File: src/rtl/seven_display_ctrl_if.sv
// rtl/seven_display_ctrl_if.sv - display controller signal bundle
interface seven_display_ctrl_if #(
  parameter int DIGITS = 4
);
  logic                  load;
  logic [4*DIGITS-1:0]   digits_in;
  logic [DIGITS-1:0]     dp_in;
  logic                  blank_lz;
  logic                  blink_en;
  logic [DIGITS-1:0]     blink_mask;
  logic                  lamp_test;
  logic [8*DIGITS-1:0]   hex_out;
  logic                  blink_phase;

  modport master (
    output load, digits_in, dp_in, blank_lz, blink_en, blink_mask, lamp_test,
    input  hex_out, blink_phase
  );

  modport slave (
    input  load, digits_in, dp_in, blank_lz, blink_en, blink_mask, lamp_test,
    output hex_out, blink_phase
  );
endinterface

File: src/rtl/seven_display_ctrl.sv
// rtl/seven_display_ctrl.sv - N-digit seven-segment controller with blanking, blink and lamp test
module seven_display_ctrl #(
  parameter int DIGITS    = 4,
  parameter int BLINK_DIV = 25000000
) (
  input logic                 clk,
  input logic                 rst_n,
  seven_display_ctrl_if.slave bus
);
  localparam int CW = $clog2(BLINK_DIV);

  logic [4*DIGITS-1:0] sh_digits;
  logic [DIGITS-1:0]   sh_dp;
  logic                sh_blz;
  logic [CW-1:0]       blink_cnt;
  logic                phase;
  logic [8*DIGITS-1:0] hex_q;
  logic [8*DIGITS-1:0] hex_next;
  logic [DIGITS-1:0]   lz_blank;
  logic                scanning;

  function automatic logic [6:0] seg_decode(input logic [3:0] v);
    case (v)
      4'd0:    seg_decode = 7'b1000000;
      4'd1:    seg_decode = 7'b1111001;
      4'd2:    seg_decode = 7'b0100100;
      4'd3:    seg_decode = 7'b0110000;
      4'd4:    seg_decode = 7'b0011001;
      4'd5:    seg_decode = 7'b0010010;
      4'd6:    seg_decode = 7'b0000010;
      4'd7:    seg_decode = 7'b1111000;
      4'd8:    seg_decode = 7'b0000000;
      4'd9:    seg_decode = 7'b0010000;
      default: seg_decode = 7'b1111111;
    endcase
  endfunction

  always_ff @(posedge clk or negedge rst_n) begin
    if (!rst_n) begin
      sh_digits <= '1;
      sh_dp     <= '0;
      sh_blz    <= 1'b0;
    end else if (bus.load) begin
      sh_digits <= bus.digits_in;
      sh_dp     <= bus.dp_in;
      sh_blz    <= bus.blank_lz;
    end
  end

  // Phase is held visible while disabled so a re-enable always starts on the lit half.
  always_ff @(posedge clk or negedge rst_n) begin
    if (!rst_n) begin
      blink_cnt <= '0;
      phase     <= 1'b1;
    end else if (!bus.blink_en) begin
      blink_cnt <= '0;
      phase     <= 1'b1;
    end else if (blink_cnt == CW'(BLINK_DIV - 1)) begin
      blink_cnt <= '0;
      phase     <= ~phase;
    end else begin
      blink_cnt <= blink_cnt + 1'b1;
    end
  end

  // Walk down from the most significant digit; a zero with its dp set ends the run.
  always_comb begin
    lz_blank = '0;
    scanning = sh_blz;
    for (int i = DIGITS - 1; i >= 1; i--) begin
      if (scanning && (sh_digits[4*i +: 4] == 4'd0) && !sh_dp[i])
        lz_blank[i] = 1'b1;
      else
        scanning = 1'b0;
    end
  end

  always_comb begin
    hex_next = '1;
    for (int i = 0; i < DIGITS; i++) begin
      if (bus.lamp_test)
        hex_next[8*i +: 8] = 8'h00;
      else if (!phase && bus.blink_mask[i])
        hex_next[8*i +: 8] = 8'hFF;
      else if (lz_blank[i])
        hex_next[8*i +: 8] = 8'hFF;
      else
        hex_next[8*i +: 8] = {~sh_dp[i], seg_decode(sh_digits[4*i +: 4])};
    end
  end

  always_ff @(posedge clk or negedge rst_n) begin
    if (!rst_n)
      hex_q <= '1;
    else
      hex_q <= hex_next;
  end

  assign bus.hex_out     = hex_q;
  assign bus.blink_phase = phase;
endmodule

File: src/flat_wrapper.sv
// flat-port wrapper written by rule: the top's interface ports become plain ports
module seven_display_ctrl_flat 
#(
  parameter int DIGITS    = 4,
  parameter int BLINK_DIV = 25000000
)
  (clk, rst_n, bus_load, bus_digits_in, bus_dp_in, bus_blank_lz, bus_blink_en, bus_blink_mask, bus_lamp_test, bus_hex_out, bus_blink_phase);
  seven_display_ctrl_if #(.DIGITS(DIGITS)) bus_i ();
  input logic clk;
  input logic rst_n;
  input wire logic [$bits(bus_i.load)-1:0] bus_load;
  input wire logic [$bits(bus_i.digits_in)-1:0] bus_digits_in;
  input wire logic [$bits(bus_i.dp_in)-1:0] bus_dp_in;
  input wire logic [$bits(bus_i.blank_lz)-1:0] bus_blank_lz;
  input wire logic [$bits(bus_i.blink_en)-1:0] bus_blink_en;
  input wire logic [$bits(bus_i.blink_mask)-1:0] bus_blink_mask;
  input wire logic [$bits(bus_i.lamp_test)-1:0] bus_lamp_test;
  output wire logic [$bits(bus_i.hex_out)-1:0] bus_hex_out;
  output wire logic [$bits(bus_i.blink_phase)-1:0] bus_blink_phase;
  assign bus_i.load = bus_load;
  assign bus_i.digits_in = bus_digits_in;
  assign bus_i.dp_in = bus_dp_in;
  assign bus_i.blank_lz = bus_blank_lz;
  assign bus_i.blink_en = bus_blink_en;
  assign bus_i.blink_mask = bus_blink_mask;
  assign bus_i.lamp_test = bus_lamp_test;
  assign bus_hex_out = bus_i.hex_out;
  assign bus_blink_phase = bus_i.blink_phase;
  seven_display_ctrl #(.DIGITS(DIGITS), .BLINK_DIV(BLINK_DIV)) u_core (.clk(clk), .rst_n(rst_n), .bus(bus_i));
endmodule
File: config.mk
export PLATFORM = sky130hd
export DESIGN_NAME = seven_display_ctrl_flat
export DESIGN_NICKNAME = d
export VERILOG_FILES = /design/src/rtl/seven_display_ctrl_if.sv /design/src/rtl/seven_display_ctrl.sv /design/src/flat_wrapper.sv
export SDC_FILE = /design/constraint.sdc
export NUM_CORES = 1
export LEC_CHECK = 0
export ABC_AREA = 1
export BUFFER_PORTS_ARGS = -buffer_cell sky130_fd_sc_hd__buf_2
export CORE_MARGIN = 2
export CORE_UTILIZATION = 50
export DETAILED_ROUTE_END_ITERATION = 16
export PLACE_DENSITY = 0.72
export SYNTH_ARGS = -nofsm -noshare
export SYNTH_HDL_FRONTEND = slang
export SYNTH_SLANG_ARGS = --single-unit
File: constraint.sdc
create_clock -name clk -period 3.5 [get_ports clk]
set_input_delay 0.7 -clock clk [delete_from_list [all_inputs] [get_ports clk]]
set_output_delay 0.7 -clock clk [all_outputs]
set_load 0.02 [all_outputs]
======== Word level (Yosys, flattened, before mapping) ========
Memories as Yosys holds them, arrays and structs flattened.
Index checks and enable logic that the tools add are counted.
word-level totals
  flip-flop bits (word level) ............. 79
  memory bits (read-only) ................. 448
  bits of input ports ..................... 30
  word-level logic and storage cells ...... 55
  memories ................................ 4
memories
  memory            depth  bits a word  rd ports  clocked after Yosys merged registers in  write ports  line                      RTL
  (name not given)  16     7            1         0                                        0            seven_display_ctrl.sv:23  case (v)
  (name not given)  16     7            1         0                                        0            seven_display_ctrl.sv:23
  (name not given)  16     7            1         0                                        0            seven_display_ctrl.sv:23
  (name not given)  16     7            1         0                                        0            seven_display_ctrl.sv:23
cells by class
  $add $sub $neg .......................... 1
  equality and inequality tests ........... 2
  multiplexer cells ....................... 20
  bitwise gates (word level) .............. 5
  reduce and logical (&&, ||, !) cells .... 17
operators by type and width
  kind                                                              count
  8-bit 2-to-1 mux                                                  11
  25-bit 2-to-1 mux                                                 2
  25-bit by 1-bit adder with 25-bit output (second input constant)  1
  25-bit equality test (second input constant)                      1
  4-bit zero test                                                   3
  1-bit logical AND                                                 10
  1-bit 2-to-1 mux                                                  7
  1-bit inverter                                                    5
  1-bit zero test                                                   4
  2-bit by 1-bit != test with 1-bit output (second input constant)  1

======== Logic depth before layout (Yosys ltp) ========
Gate-level depths: netlist of the first run.
  depth in word-level cells ............... 13
  depth in mapped cells ................... 9
  mapped depth without buffers ............ 9

======== Worst setup path after synthesis of the first run ========
No wires, ideal clock.
  path kind ............................... reg2reg
  start point ............................. reg u_core.sh_digits[12]
  end point ............................... reg u_core.hex_q[25], in the netlist u_core.bus.hex_out[25]
  setup time .............................. 78 ps
  arrival time ............................ 1307 ps
  slack ................................... 2115 ps
  cell stages (with the launch flop) ...... 9
  clock period less this slack ............ 1385 ps
  cells stage by stage .................... dfstp_2 -> inv_1 -> ha_1 -> inv_1 -> nor2_1 -> nand4_1 -> nand3_1 -> o21ai_0 -> inv_1
on the way
  word-level cells in the longest chain between the ends .. 7
  elaborated cells on any way between the ends .. 8
  classes of those cells .................. mux (4); reduce/logical (3); memory (1)
ends and longest elaborated chain
  what                                                       line                      RTL
  start, declared                                            seven_display_ctrl.sv:12  logic [4*DIGITS-1:0] sh_digits;
  start signal, assigned                                     seven_display_ctrl.sv:44  sh_digits <= bus.digits_in;
  branches (longest 4 deep; another with memory 16 x 7 bit)  n/a
  8-bit 2-to-1 mux *                                         seven_display_ctrl.sv:85  else if (lz_blank[i])
  8-bit 2-to-1 mux *                                         seven_display_ctrl.sv:83  else if (!phase && bus.blink_mask[i])
  8-bit 2-to-1 mux *                                         seven_display_ctrl.sv:81  if (bus.lamp_test)
  net u_core.hex_next[25]                                    seven_display_ctrl.sv:18  logic [8*DIGITS-1:0] hex_next;
  end signal, assigned                                       seven_display_ctrl.sv:96  hex_q <= hex_next;
  end, declared                                              seven_display_ctrl.sv:17  logic [8*DIGITS-1:0] hex_q;
Mark *: on every way through the listed nets, which the timed path passes.
A chain may end at the register's enable or synchronous reset.

======== Final worst setup path of the first run ========
  start point ............................. reg u_core.phase, in the netlist u_core.bus.blink_phase
  end point ............................... out bus_blink_phase
RTL lines
  what                    line                      RTL
  start, declared         seven_display_ctrl.sv:16  logic phase;
  start signal, assigned  seven_display_ctrl.sv:60  phase <= ~phase;
  end, declared           flat_wrapper.sv:19        output wire logic [$bits(bus_i.blink_phase)-1:0] bus_blink_phase;
No word-level cell between the ends.

==> impl_metrics.json, run 1 <==
{
  "outcome": "completed",
  "path_clk_slew_ns": 0.09,
  "post-place-ws_ns": 1.81,
  "core_area_um2": 7770,
  "die_w_um": 93.8,
  "worstSetupEndpoint": "bus_blink_phase",
  "cts_buffers": 9,
  "yosys-top-cells-area": "dfstp_2, dfrtp_1, nand2_1, nor2_1, ha_1",
  "worstReg2RegEnd": "u_core.bus.hex_out[12]",
  "drc_errors": 0,
  "drv_cap": 0,
  "min_period_over_period_pct": 50.6,
  "post_cts_resize_count": 0,
  "dr.first_iter.drc_count": 143,
  "hold_ws_ns": 0.410,
  "cts_tree": "done",
  "reg2reg_depth": 8,
  "place_congestion": 0.893,
  "crit_start": "u_core.bus.blink_phase",
  "cts_buffer_depth": 2,
  "dp_hpwl_um": 6260,
  "synth_area_per_cell_um2": 8.50,
  "post_cts_buffers": 0,
  "ant_nets": 0,
  "slowest_stage": "dfstp_2",
  "path_cells": "buf_2",
  "clock_sinks": 79,
  "hold_path_class": "flop to flop",
  "cp_num_buf_inv": 1,
  "num_vias": 3292,
  "layout_commonest_cell": "nand2_1",
  "r2r_slack_ns": 1.81,
  "p_leak_nw": 2.14,
  "max_freq_mhz": 565,
  "multiInputGateArea_um2": 1760,
  "fp-row-count": 32,
  "root_buffer": "clkbuf_8",
  "slew_violations": 0,
  "cp-start-kind": "flop",
  "final_cell_area_um2": 4630,
  "place_area_um2": 4440,
  "synth-async-reset-ratio_pct": 100,
  "hold_buffers": 0,
  "synth_edf_count": 0,
  "dp_cells": 631,
  "p_per_area_nw_per_um2": 440,
  "syn_nets": 523,
  "report.final.hold_viol_count": 0,
  "grt_max_degree": 80,
  "path_delay_family": "flip-flops",
  "netlist.area_leader.share_pct": 32.0,
  "seqCellArea_um2": 2040,
  "worstSetupPathType": "flop to output port",
  "gr-usage-all-layers_pct": 20.6,
  "fp.dieArea_um2": 8790,
  "path_max_fanout": 3,
  "synth.largest_area_cell": "dfstp_2",
  "die_h_um": 93.8,
  "post-route-util_pct": 59.6,
  "vias_per_cell": 5.09,
  "setup_slack_ns": 1.73,
  "num-fill-cells": 693,
  "layout_common_cells": "nand2_1, nor2_1, buf_2",
  "slew_headroom_pct": 37.3,
  "cpPeakStageDelay_ns": 0.56,
  "drt_pass1_iterations": 4,
  "antenna_found_initial": 0,
  "grt_pass1_vias": 3147,
  "finalNonFillerCells": 647,
  "skew_ns": 0.0132,
  "area_growth_pct": 14.9,
  "syn-cell-area_um2": 4030,
  "yosysWarnings": 0,
  "num_io_pins": 63,
  "yosysSeqAreaShare_pct": 50.6,
  "initial_core_util_pct": 51.9,
  "min_period_ns": 1.77,
  "rr_startpoint": "u_core.sh_digits[12]",
  "io_buffers": 62,
  "htreeDepth": 3,
  "crit_required_ns": 2.80,
  "irDropWorstVdd_mv": 0.274,
  "finalPower_mw": 2.04,
  "nNetsFinal": 589,
  "synth_cell_types": 30,
  "grt_first_pass_wirelength_um": 14200,
  "routed_wl_um": 8290,
  "worst_pin_slew_ns": 0.940,
  "drive_above_1_share_pct": 27.9,
  "cp.depth": 1,
  "insertedDiodeCount": 0,
  "setup_viol": 0,
  "cp-end-kind": "output port",
  "min_from": "u_core.sh_dp[1]",
  "synth_ff_type": "dfstp_2",
  "synth-seq-cells": 79,
  "wl_per_cell_um": 12.8,
  "grt_overflow_total": 0,
  "syn_inst": 474,
  "grt_setup_unrepaired": "false",
  "fin_setup_tns_ns": 0,
  "critPathArrivalTime_ns": 1.07,
  "clkLatencyLatePin_ns": 0.35
}
## cell type report
| type | instances | area share [%] |
|---|---|---|
| clock buffers | 11 | 2.84 |
| inverters | 53 | 4.30 |
| clock inverters | 5 | 1.24 |
| repair buffers | 62 | 6.75 |
| multi-input cells | 335 | 38.1 |
| flip-flops and latches | 79 | 44.0 |
| well taps | 102 | 2.76 |
## how the worst min path moves through the flow
stage,to,slack (ns),cells after the start
after global routing,u_core.bus.hex_out[15],0.44,1
final,u_core.bus.hex_out[15],0.41,1
after floorplan,u_core.bus.hex_out[7],0.38,1
after detailed placement,u_core.bus.hex_out[15],0.40,1
after global placement,u_core.bus.hex_out[31],0.39,1
after CTS,u_core.bus.hex_out[15],0.41,1
## where the power goes
part | internal (mW) | switching, mW | total (mW)
clock | 0.332 | 0.335 | 0.667
combinational | 0.104 | 0.209 | 0.313
sequential | 1.02 | 0.0356 | 1.06
## registers in the layout (all words and copies together), names as in the netlist
signal / count
u_core.sh_digits: 16
u_core.bus.hex_out: 32
u_core.blink_cnt: 25
u_core.sh_blz: 1
u_core.bus.blink_phase: 1
u_core.sh_dp: 4
## cells by family (layout without fill, tap and decap cells)
group           Yosys count  after routing  share of synthesized area, %
compound gates           83             83                          11.3
flops                    79             79                          50.6
mux                       3              3                         0.838
buf+inv                  60            131                          5.62
simple gates            221            221                          23.8
fa+ha+maj                19             19                          5.90
xor+xnor                  9              9                          1.96
## routing by layer
metal / wire, um / vias up / GRT usage [%] / share of wire (%)
met5: 0 / - / 0 / 0
met4: 143 / 0 / 7.37 / 1.7
met3: 418 / 12 / 4.01 / 5.0
met2: 3980 / 84 / 33.9 / 48
met1: 3750 / 1549 / 27.2 / 45
li1: - / 1647 / - / -
## Yosys cell counts (2+ instances only)
| cell type | n |
|---|---|
| xor2_1 | 5 |
| a21oi_1 | 31 |
| inv_2 | 2 |
| nand3_1 | 13 |
| nor2_2 | 4 |
| nand2_2 | 5 |
| o21ai_0 | 35 |
| nand4_1 | 4 |
| nand2_1 | 106 |
| or2_2 | 3 |
| a31oi_1 | 10 |
| clkbuf_1 | 5 |
| mux2_2 | 3 |
| nand3_2 | 4 |
| nor2_4 | 5 |
| xnor2_1 | 4 |
| o211ai_1 | 4 |
| ha_1 | 19 |
| dfrtp_1 | 30 |
| dfstp_2 | 49 |
| nor2_1 | 70 |
| inv_1 | 50 |
| nor3_1 | 6 |
Power figures use the tool's default switching activity.
==> run 2: changes to the inputs <==
--- a/config.mk
+++ b/config.mk
@@ -5,12 +5,12 @@
 export SDC_FILE = /design/constraint.sdc
 export NUM_CORES = 1
 export LEC_CHECK = 0
-export ABC_AREA = 1
+export ABC_AREA = 0
 export BUFFER_PORTS_ARGS = -buffer_cell sky130_fd_sc_hd__buf_2
 export CORE_MARGIN = 2
 export CORE_UTILIZATION = 50
 export DETAILED_ROUTE_END_ITERATION = 16
-export PLACE_DENSITY = 0.72
+export PLACE_DENSITY = 0.75
 export SYNTH_ARGS = -nofsm -noshare
 export SYNTH_HDL_FRONTEND = slang
 export SYNTH_SLANG_ARGS = --single-unit
==> constraint.sdc (replaced) <==
create_clock -name clk -period 1.57 [get_ports clk]
set_input_delay 0.314 -clock clk [delete_from_list [all_inputs] [get_ports clk]]
set_output_delay 0.314 -clock clk [all_outputs]
set_load 0.02 [all_outputs]
==> run 2 against run 1 <==
- the run now ends with negative setup slack left
- area after synthesis shrank 4.0%
- power increased by 150%
- utilization increased by 9.0 points
- non-clock buffer count grew 62
- sequential cell count did not move
- combinational power rose to 2.8 times the previous value
- cell area grew 13%
- hold slack got worse by 0.22 ns
- global-route usage increased by 0.83 points
- routed wire length rose by 8.9%
- clock-buffer cell count down 1
- synthesized cell count is 19% lower
- critical endpoint is now u_core.blink_cnt[17]
- largest power group unchanged
- highest routed layer unchanged
==> impl_metrics.json, run 2 <==
{
  "outcome": "complete, but fails checks",
  "violations": "negative setup slack",
  "yosysSeqAreaShare_pct": 52.7,
  "largest_reg_flops": 32,
  "num-fill-cells": 570,
  "p_leak_nw": 2.29,
  "max_freq_mhz": 598,
  "insertedDiodeCount": 0,
  "yosysWarnings": 0,
  "fp-row-count": 32,
  "worstSetupEndpoint": "u_core.blink_cnt[17]",
  "htreeDepth": 3,
  "slew_violations": 0,
  "p_per_area_nw_per_um2": 969,
  "reg2reg_depth": 5,
  "worstSetupPathType": "flop to flop",
  "drt_pass1_iterations": 7,
  "fp.dieArea_um2": 8450,
  "cts_buffer_depth": 2,
  "gr-usage-all-layers_pct": 21.4,
  "syn_inst": 383,
  "grt_setup_unrepaired": "true",
  "grt_overflow_total": 0,
  "setup_viol": 24,
  "drive_above_1_share_pct": 50.2,
  "setup_slack_ns": -0.103,
  "synth_edf_count": 0,
  "synth.largest_area_cell": "dfstp_2",
  "yosys-top-cells-area": "dfstp_2, dfrtp_1, ha_1, a21oi_1, o21ai_0",
  "layout_commonest_cell": "buf_2",
  "final_cell_area_um2": 5220,
  "cpPeakStageDelay_ns": 0.46,
  "skew_ns": 0.0139,
  "min_period_ns": 1.67,
  "cts_buffers": 9,
  "cp-end-kind": "flop",
  "grt_max_degree": 80,
  "slowest_stage": "or4_4",
  "path_cells": "buf_4, nand3_2, or4_4, or3_4, a21oi_2",
  "place_area_um2": 4630,
  "synth-seq-cells": 79,
  "path_clk_slew_ns": 0.08,
  "ant_nets": 0,
  "critPathArrivalTime_ns": 1.94,
  "synth_area_per_cell_um2": 10.1,
  "synth_cell_types": 47,
  "clkLatencyLatePin_ns": 0.35,
  "cp.depth": 5,
  "synth.most_common_cell": "dfstp_2",
  "place_congestion": 0.879,
  "grt_pass1_vias": 3219,
  "grt_first_pass_wirelength_um": 14500,
  "crit_required_ns": 1.84,
  "io_buffers": 62,
  "cp-start-kind": "flop",
  "cts_tree": "done",
  "drc_errors": 0,
  "wl_per_cell_um": 14.9,
  "path_max_fanout": 6,
  "layout_common_cells": "buf_2, buf_4, dfstp_2",
  "worst_pin_slew_ns": 0.636,
  "root_buffer": "clkbuf_8",
  "synthTopCellsByCount": "dfstp_2, a21oi_1, o21ai_0",
  "dp_hpwl_um": 5970,
  "irDropWorstVdd_mv": 0.426,
  "hold_ws_ns": 0.186,
  "routed_wl_um": 9030,
  "report.final.hold_viol_count": 0,
  "slew_headroom_pct": 57.6,
  "drv_cap": 0,
  "synth_ff_type": "dfstp_2",
  "clock_sinks": 79,
  "nNetsFinal": 551,
  "num_io_pins": 63,
  "crit_start": "u_core.blink_cnt[0]",
  "initial_core_util_pct": 50.8,
  "num_vias": 3300,
  "worstReg2RegEnd": "u_core.blink_cnt[17]",
  "syn-cell-area_um2": 3870,
  "die_w_um": 92.0,
  "fin_setup_tns_ns": -1.35,
  "path_delay_family": "simple AND/OR/NAND/NOR gates",
  "hold_path_class": "input port to flop",
  "area_growth_pct": 35.0,
  "antenna_found_initial": 0,
  "die_h_um": 92.0,
  "netlist.area_leader.share_pct": 33.3,
  "core_area_um2": 7610,
  "r2r_slack_ns": -0.10,
  "dr.first_iter.drc_count": 168,
  "cp_num_buf_inv": 1,
  "syn_nets": 432,
  "min_period_over_period_pct": 107,
  "synth-async-reset-ratio_pct": 100,
  "vias_per_cell": 5.43,
  "rr_startpoint": "u_core.blink_cnt[0]"
}
-- run 2: power breakdown --
group | internal (mW) | switching (mW) | total, mW
registers | 2.27 | 0.0850 | 2.36
clock network | 1.10 | 0.740 | 1.84
logic | 0.366 | 0.500 | 0.866
total | 3.73 | 1.33 | 5.06
-- run 2: per-stage QoR --
stage / power, mW / utilization (%) / setup slack (ns) / instances
global placement: 3.16 / 60.8 / -0.0696 / 578
global route: 5.29 / 68.6 / -0.187 / 608
floorplan: 2.85 / - / -0.0819 / 383
finish: 5.06 / 68.6 / -0.103 / 608
CTS: 5.04 / 66.3 / -0.128 / 602
detailed placement: 3.18 / 60.8 / -0.145 / 578
-- run 2: worst min path at each step --
| stage | start | end | slack, ns | cells past startpoint |
|---|---|---|---|---|
| floorplan | rst_n | u_core.blink_cnt[0] | 0.02 | 0 |
| detailed placement | rst_n | u_core.sh_blz | 0.37 | 2 |
| CTS | bus_blink_en | u_core.bus.blink_phase | 0.17 | 2 |
| global route | bus_blank_lz | u_core.sh_blz | 0.19 | 2 |
| global placement | rst_n | u_core.sh_blz | 0.36 | 2 |
| finish | bus_blink_en | u_core.bus.blink_phase | 0.19 | 2 |
-- run 2: cell type report --
cell class                      count  area, um2  share of cell area [%]
Sequential cell                    79       2040                    39.1
Multi-Input combinational cell    268       1910                    36.6
Timing Repair Buffer              124        820                    15.7
Clock buffer                       10        138                    2.64
Tap cell                          102        128                    2.44
Clock inverter                      5        105                    2.01
Inverter                           20       75.1                    1.44
-- run 2: metal layers --
metal  global-route usage, %  vias to the layer above  wire [um]
met2                    37.5                       88       4630
li1                        -                     1577          -
met4                    9.83                        0        174
met5                       0                        -          0
met1                    25.9                     1616       3850
met3                    3.53                       19        378
-- run 2: cells by family (layout without fill, tap and decap cells) --
family | after synthesis | after routing | synth area share [%]
AND/OR/NAND/NOR | 125 | 125 | 17.3
adder cells (fa/ha/maj) | 19 | 19 | 6.15
buffers and inverters | 36 | 159 | 3.49
multiplexers | 11 | 11 | 3.17
AO/OA/AOI/OAI | 101 | 101 | 14.4
XOR/XNOR | 12 | 12 | 2.72
flip-flops | 79 | 79 | 52.7
-- run 2: timing repair --
| item | in CTS | in global routing |
|---|---|---|
| resized for setup | 28 | 34 |
| pin swaps | 20 | 12 |
| endpoints found under the setup margin | 37 | 41 |
| endpoints found under the hold margin | 19 | 0 |
| hold buffers | 1 | 0 |
| buffers inserted | 6 | 6 |
| cloned | 2 | 0 |
==> run 3: changes to the inputs <==
--- a/config.mk
+++ b/config.mk
@@ -7,10 +7,11 @@
 export LEC_CHECK = 0
 export ABC_AREA = 0
 export BUFFER_PORTS_ARGS = -buffer_cell sky130_fd_sc_hd__buf_2
+export CORE_ASPECT_RATIO = 0.6
 export CORE_MARGIN = 2
 export CORE_UTILIZATION = 50
 export DETAILED_ROUTE_END_ITERATION = 16
-export PLACE_DENSITY = 0.75
+export PLACE_DENSITY = 0.82
 export SYNTH_ARGS = -nofsm -noshare
 export SYNTH_HDL_FRONTEND = slang
 export SYNTH_SLANG_ARGS = --single-unit
==> run 3 against run 2 <==
- the run still ends with negative setup slack left
- non-clock buffer count down 3
- largest power group unchanged
- critical path depth unchanged
- global-route usage increased by 4.0 points
- routed wire length rose by 17%
==> impl_metrics.json, run 3 (synthesis results as in run 2) <==
{
  "grt_max_degree": 33,
  "die_w_um": 118,
  "outcome": "complete, but fails checks",
  "hold_path_depth": 3,
  "ant_nets": 0,
  "cts_tree": "done",
  "clock_sinks": 79,
  "finalPower_mw": 5.41,
  "fp-row-count": 24,
  "r2r_slack_ns": -0.15,
  "report.final.hold_viol_count": 0,
  "drt_pass1_iterations": 5,
  "slew_violations": 0,
  "worstReg2RegEnd": "u_core.blink_cnt[21]",
  "path_delay_family": "simple AND/OR/NAND/NOR gates",
  "nNetsFinal": 548,
  "die_h_um": 72.1,
  "cts_buffer_depth": 2,
  "drive_above_1_share_pct": 47.6,
  "routed_wl_um": 10600,
  "area_growth_pct": 35.6,
  "hold_path_class": "input port to flop",
  "gr-usage-all-layers_pct": 25.4,
  "antenna_found_initial": 0,
  "fp.dieArea_um2": 8480,
  "vias_per_cell": 5.63,
  "min_period_ns": 1.72,
  "irDropWorstVdd_mv": 0.788,
  "post-route-util_pct": 71.0,
  "drv_cap": 0,
  "worstSetupEndpoint": "u_core.blink_cnt[21]",
  "grt_overflow_total": 0,
  "worst_pin_slew_ns": 0.735,
  "min_period_over_period_pct": 109,
  "place_congestion": 0.977,
  "clkLatencyLatePin_ns": 0.34,
  "skew_ns": 0.00614,
  "p_leak_nw": 2.34,
  "dp_hpwl_um": 6910,
  "num_vias": 3425,
  "num_io_pins": 63,
  "insertedDiodeCount": 0,
  "grt_pass1_vias": 3312,
  "violations": "negative setup slack",
  "cp_num_buf_inv": 1,
  "root_buffer": "clkbuf_16",
  "path_cells": "buf_6, nand2_4, or4_4, or3_4, a21oi_2",
  "path_max_fanout": 5,
  "wl_per_cell_um": 17.4,
  "grt_setup_unrepaired": "true",
  "setup_slack_ns": -0.147,
  "worstSetupPathType": "flop to flop",
  "initial_core_util_pct": 52.4,
  "layout_common_cells": "buf_2, buf_4, dfstp_2",
  "num-fill-cells": 483,
  "cts_buffers": 9,
  "cpPeakStageDelay_ns": 0.57,
  "io_buffers": 62,
  "reg2reg_depth": 5,
  "slew_headroom_pct": 51.0,
  "htreeDepth": 3,
  "core_area_um2": 7390,
  "crit_start": "u_core.blink_cnt[10]",
  "layout_commonest_cell": "buf_2",
  "drc_errors": 0,
  "dr.first_iter.drc_count": 304,
  "grt_first_pass_wirelength_um": 16600,
  "setup_viol": 26,
  "slowest_stage": "or4_4",
  "crit_required_ns": 1.83,
  "cp-end-kind": "flop",
  "max_freq_mhz": 582,
  "p_per_area_nw_per_um2": 1030,
  "largest_reg_flops": 32,
  "rr_startpoint": "u_core.blink_cnt[10]",
  "path_clk_slew_ns": 0.06,
  "critPathArrivalTime_ns": 1.98,
  "cp-start-kind": "flop",
  "cp.depth": 5
}
## run 3: changes by cell type in the layout (fill, tap and decap cells not counted), sizes merged
cell    delta
buf        -3
clkbuf     +3
bufinv     -2
clkinv     +1
inv        -1
## run 3: worst min path at each step
stage	startpoint	to
final	bus_digits_in[9]	u_core.sh_digits[9]
after global routing	bus_digits_in[13]	u_core.sh_digits[13]
after CTS	bus_digits_in[13]	u_core.sh_digits[13]
after detailed placement	rst_n	u_core.blink_cnt[3]
after global placement	rst_n	u_core.sh_dp[0]
after floorplan	rst_n	u_core.blink_cnt[0]
## run 3: report_power, final
part,switching (mW),internal (mW)
Clock,0.783,1.36
Combinational,0.534,0.365
Sequential,0.100,2.28
Total,1.42,4.00
## run 3: layout make-up
| cell class | instances | area [um2] | share of cell area [%] |
|---|---|---|---|
| Clock buffer | 13 | 270 | 5.15 |
| Sequential cell | 79 | 2040 | 38.9 |
| Timing Repair Buffer | 121 | 795 | 15.1 |
| Inverter | 20 | 75.1 | 1.43 |
| Clock inverter | 3 | 40.0 | 0.763 |
| Multi-Input combinational cell | 268 | 1900 | 36.1 |
| Tap cell | 104 | 130 | 2.48 |
## run 3: metrics by stage
step / area (um2) / setup slack, ns / TNS (ns) / std cells / hold WS (ns)
floorplan: 3880 / -0.0819 / -0.240 / 383 / 0.0184
detailed placement: 4650 / -0.218 / -6.05 / 581 / 0.284
global route: 5250 / -0.217 / -5.27 / 608 / 0.188
CTS: 5120 / -0.112 / -2.18 / 607 / 0.178
finish: 5250 / -0.147 / -3.04 / 608 / 0.183
global placement: 4650 / -0.0899 / -1.24 / 581 / 0.272
## run 3: tightest hold or removal path: stages
cell	delay [ns]
buf_2	0.07
nand2_1	0.04
o21ai_0	0.06
## run 3: routing by layer
layer  part of all wire [%]  track usage (%)  wire length (um)  up-vias
met5                      0                0                 0        -
met4                    2.5             8.17               266        0
met3                    8.2             8.73               871       32
met2                     46             38.9              4830      178
met1                     44             34.5              4610     1636
li1                       -                -                 -     1579
## run 3: what timing repair did
item / 4_1_cts / 5_1_grt
resized for setup: 23 / 29
endpoints found under the setup margin: 38 / 49
pin swaps: 14 / 11
endpoints found under the hold margin: 10 / 0
hold buffers: 1 / 0
buffers inserted: 9 / 1
